### src/rtl/scan_sel_gen_pkg.sv
// Shared encodings for the decoder scan controller: FSM states and index/mask widths.
package scan_sel_gen_pkg;

    localparam int MASK_W = 8;
    localparam int IDX_W  = 3;

    typedef enum logic [1:0] {
        IDLE   = 2'd0,
        ACTIVE = 2'd1,
        GAP    = 2'd2
    } scan_state_t;

endpackage

### src/rtl/scan_next_idx.sv
// Combinational priority finder: next unmasked index above cur, or the lowest
// unmasked index when starting a scan or when the search has to wrap.
module scan_next_idx
    import scan_sel_gen_pkg::*;
(
    input  logic [IDX_W-1:0]  cur,
    input  logic [MASK_W-1:0] mask,
    input  logic              first,
    output logic [IDX_W-1:0]  nxt,
    output logic              wrap
);

    logic [IDX_W-1:0] lowest;
    logic [IDX_W-1:0] higher;
    logic             higher_found;

    // Downward scans so the last hit is the smallest qualifying index
    always_comb begin
        lowest       = '0;
        higher       = '0;
        higher_found = 1'b0;
        for (int i = MASK_W - 1; i >= 0; i--) begin
            if (!mask[i]) begin
                lowest = IDX_W'(i);
                if (IDX_W'(i) > cur) begin
                    higher       = IDX_W'(i);
                    higher_found = 1'b1;
                end
            end
        end
    end

    always_comb begin
        wrap = 1'b0;
        nxt  = lowest;
        if (!first) begin
            wrap = !higher_found;
            if (higher_found) begin
                nxt = higher;
            end
        end
    end

endmodule

### src/rtl/scan_sel_gen.sv
// Scan controller driving a 3-to-8 decoder: dwell per index, one-cycle blanking
// gap between indices, masked positions skipped, single-pass or continuous.
module scan_sel_gen
    import scan_sel_gen_pkg::*;
#(
    parameter int DWELL_W = 8
) (
    input  logic               clk,
    input  logic               rst_n,
    input  logic               start,
    input  logic               stop,
    input  logic               mode,
    input  logic [DWELL_W-1:0] dwell,
    input  logic [MASK_W-1:0]  skip_mask,
    output logic               E,
    output logic [IDX_W-1:0]   sel,
    output logic               busy,
    output logic               done
);

    scan_state_t        state, state_n;
    logic [DWELL_W-1:0] cnt, cnt_n;
    logic [DWELL_W-1:0] cfg_dwell, cfg_dwell_n;
    logic [MASK_W-1:0]  cfg_mask, cfg_mask_n;
    logic               cfg_mode, cfg_mode_n;
    logic               e_n, busy_n, done_n;
    logic [IDX_W-1:0]   sel_n;
    logic [IDX_W-1:0]   nxt_idx;
    logic               nxt_wrap;
    logic               in_idle;

    // In IDLE the finder looks at the live mask so the first index is ready at start
    assign in_idle = (state == IDLE);

    scan_next_idx u_next (
        .cur   (sel),
        .mask  (in_idle ? skip_mask : cfg_mask),
        .first (in_idle),
        .nxt   (nxt_idx),
        .wrap  (nxt_wrap)
    );

    always_ff @(posedge clk or negedge rst_n) begin
        if (!rst_n) begin
            state     <= IDLE;
            cnt       <= '0;
            cfg_dwell <= '0;
            cfg_mask  <= '0;
            cfg_mode  <= 1'b0;
            E         <= 1'b0;
            sel       <= '0;
            busy      <= 1'b0;
            done      <= 1'b0;
        end else begin
            state     <= state_n;
            cnt       <= cnt_n;
            cfg_dwell <= cfg_dwell_n;
            cfg_mask  <= cfg_mask_n;
            cfg_mode  <= cfg_mode_n;
            E         <= e_n;
            sel       <= sel_n;
            busy      <= busy_n;
            done      <= done_n;
        end
    end

    always_comb begin
        state_n     = state;
        cnt_n       = cnt;
        cfg_dwell_n = cfg_dwell;
        cfg_mask_n  = cfg_mask;
        cfg_mode_n  = cfg_mode;
        sel_n       = sel;
        e_n         = 1'b0;
        done_n      = 1'b0;

        unique case (state)
            IDLE: begin
                if (start && !stop && (skip_mask != '1)) begin
                    cfg_dwell_n = dwell;
                    cfg_mask_n  = skip_mask;
                    cfg_mode_n  = mode;
                    sel_n       = nxt_idx;
                    cnt_n       = '0;
                    e_n         = 1'b1;
                    state_n     = ACTIVE;
                end
            end
            ACTIVE: begin
                if (stop) begin
                    state_n = IDLE;
                end else if (cnt == cfg_dwell) begin
                    state_n = GAP;
                end else begin
                    cnt_n = cnt + DWELL_W'(1);
                    e_n   = 1'b1;
                end
            end
            GAP: begin
                if (stop) begin
                    state_n = IDLE;
                end else if (nxt_wrap && cfg_mode) begin
                    state_n = IDLE;
                    done_n  = 1'b1;
                end else begin
                    sel_n   = nxt_idx;
                    cnt_n   = '0;
                    e_n     = 1'b1;
                    state_n = ACTIVE;
                end
            end
            default: state_n = IDLE;
        endcase

        busy_n = (state_n != IDLE);
    end

endmodule
### config.mk
export PLATFORM = sky130hd
export DESIGN_NAME = scan_sel_gen
export DESIGN_NICKNAME = d
export VERILOG_FILES = /design/src/rtl/scan_sel_gen_pkg.sv /design/src/rtl/scan_next_idx.sv /design/src/rtl/scan_sel_gen.sv
export SDC_FILE = /design/constraint.sdc
export NUM_CORES = 1
export LEC_CHECK = 0
export BUFFER_PORTS_ARGS = -buffer_cell sky130_fd_sc_hd__buf_2
export CAP_MARGIN = 10
export CORE_ASPECT_RATIO = 1.25
export CORE_UTILIZATION = 33
export DETAILED_ROUTE_END_ITERATION = 12
export HOLD_SLACK_MARGIN = 0.06
export PLACE_DENSITY = 0.59
export SYNTH_ARGS = -nofsm -noshare
export SYNTH_HDL_FRONTEND = slang
export SYNTH_SLANG_ARGS = --single-unit
### constraint.sdc
create_clock -name clk -period 3.45 [get_ports clk]
set_input_delay 0.345 -clock clk [delete_from_list [all_inputs] [get_ports clk]]
set_output_delay 0.345 -clock clk [all_outputs]
set_load 0.005 [all_outputs]
==> impl_metrics.toml <==
[floorplan]
die_w_um = 70.13
ios = 27
die_h_um = 87.16
die-area_um2 = 6112
rows = 30
coreArea_um2 = 5518
initial_core_util_pct = 34.69

[clock_tree]
cts_tree = "built"
clockBufferDepth = 2
cts.sinks = 33
cts_buffers = 5
clkLatencyLatePin_ns = 0.28
cts_hold_buffers = 0
htreeDepth = 2
cts_root_buffer = "clkbuf_8"
cts_resized = 0
post-cts-setup-buffers = 0
path_clk_slew_ns = 0.07

[placed_design]
hpwl_mm = 3.119
gp_congestion = 0.9278
io_buffers = 26

[yosys]
yosys.cell_types.count = 49
synth_area_um2 = 1914
ys_seq_area_share_pct = 43.14
synth_fp_nets = 202
ys.flop_type = "dfrtp_1"
yosys_warnings = 0
synth-seq-cells = 33
synthCells = 180
synth-edff-count = 0
syn_area_per_cell_um2 = 10.64
postSynth.asyncResetShare_pct = 100.0

[detailed_routing]
drtAntennaViolNets = 0
drt-initial-drc-count = 160
wirelength_mm = 4.067
vias_per_cell = 5.476
drt-wirelength-per-cell_um = 14.90
route.vias.total = 1495
drc = 0
firstDrtPassIters = 4

[power_and_ir_drop]
total_power_uw = 1344
powerDensity_nw_per_um2 = 608.8
ir_drop_uv = 275.3
power_leakage_uw = 0.001062

[critical_path]
regToRegSetupSlack_ns = 0.98
crit_slowest_cell = "dfrtp_1"
startpoint_type = "flip-flop"
crit_path_max_fanout = 14
crit_required_ns = 3.62
path_class = "reg -> reg"
arrival_ns = 2.64
end_kind = "flip-flop"
reg2reg_to = "sel[1]"
max_stage_delay_ns = 0.55
crit_family = "compound AO/OA/AOI/OAI gates"
crit_chain = "or2_1, a31oi_1, a221o_1, o31a_1, nand2b_4, mux2_4"
rr_worst_depth = 6
r2r-start = "state[0]"
path_buf_inv = 0

[sta]
timing.fmax_mhz = 404.7
hold_viol = 0
finalCriticalPeriod_ns = 2.471
finalMaxSlewViolations = 0
tns_ns = 0
post-route-period-util_pct = 71.62
rsz0062_at_grt = "false"
fin_skew_ns = 0.003010
maxSlewHeadroom_pct = 46.97
setup_viol = 0
worstMarginPinSlew_ns = 0.7955

[final_layout]
layout_commonest_cell = "dfrtp_1"
drive_above_1_share_pct = 31.10
layout_common_cells = "33 x dfrtp_1, 26 x buf_2, 15 x mux2_2"
diodes = 0
fin_nets = 230
syn2layout_area_growth_pct = 15.29

[global_routing]
grt_pass1_vias = 1471
grt_pass1_wl_mm = 6.927
antenna_found_initial = 0
grt_max_degree = 34
grt_overflow = 0
gr-usage-all-layers_pct = 14.52

[flow_run]
cap_viol_max_count = 0

[status]
status = "completed"

[min_path]
hold_path_class = "in -> async"
layout make-up:
| class | instances | area [um2] |
|---|---|---|
| inverter | 6 | 22.52 |
| clock buffer | 7 | 96.34 |
| tap | 64 | 80.08 |
| timing repair buffer | 28 | 145.1 |
| clock inverter | 1 | 5.005 |
| fill | 525 | 3311 |
| multi-input combinational | 134 | 1032 |
| sequential | 33 | 825.8 |
report_power, final:
group          total [uW]  leakage (uW)  switching (uW)  internal (uW)
Combinational         457      0.000593             230            228
Sequential            569      0.000415            94.5            474
Clock                 318     0.0000542             138            180
Yosys cell counts, types with 4 or more instances:
master,instances,share of area (%)
a21o_1,5,2.0
nand4_1,4,1.3
xor2_1,10,4.6
inv_1,6,1.2
nor2_1,12,2.4
o21ai_0,9,2.4
mux2i_1,6,3.1
dfrtp_1,33,43
nand2_1,9,1.8
nor3b_1,5,2.0
mux2_2,15,8.8
o22ai_1,4,1.3
stage by stage:
stage               worst slack (ns)  utilization, %  cell area (um2)  std cells  hold slack (ns)
floorplan                      1.268               -             1914        180          0.04941
global placement               1.087           38.16             2106        265           0.4511
detailed placement             1.002           38.16             2106        265           0.4429
CTS                           0.9802           40.00             2207        273           0.1323
global route                  0.8201           40.00             2207        273           0.1779
finish                        0.9790           40.00             2207        273           0.1089
metal layers:
metal,global-route usage (%),wire [um]
met4,7.091,129
met5,0,0
met2,24.04,1918
met3,3.819,219
met1,17.53,1800
logic make-up after synthesis:
family	count (synthesis)	share of synthesized area (%)
and+or+nand+nor	55	16.99
adders and majority gates	1	0.6535
AOI/OAI and AO/OA	44	17.06
DFF	33	43.14
xor gates and xnor gates	10	4.575
muxes	24	14.31
buffers and inverters	13	3.268
state kept, by name (all words and copies together) (netlist names):
register / cells
busy: 1
state: 2
cnt: 8
E: 1
done: 1
cfg_dwell: 8
cfg_mode: 1
cfg_mask: 8
sel: 3
worst max path at each step:
stage / startpoint / to / slack [ns] / cells past startpoint
after CTS: state[0] / sel[1] / 0.98 / 6
after detailed placement: state[0] / sel[1] / 1.00 / 6
after floorplan: sel[2] / sel[0] / 1.27 / 7
final: state[0] / sel[1] / 0.98 / 6
after global placement: state[0] / sel[0] / 1.09 / 6
after global routing: state[0] / sel[1] / 0.82 / 6
(Power assumes the default switching activity.)
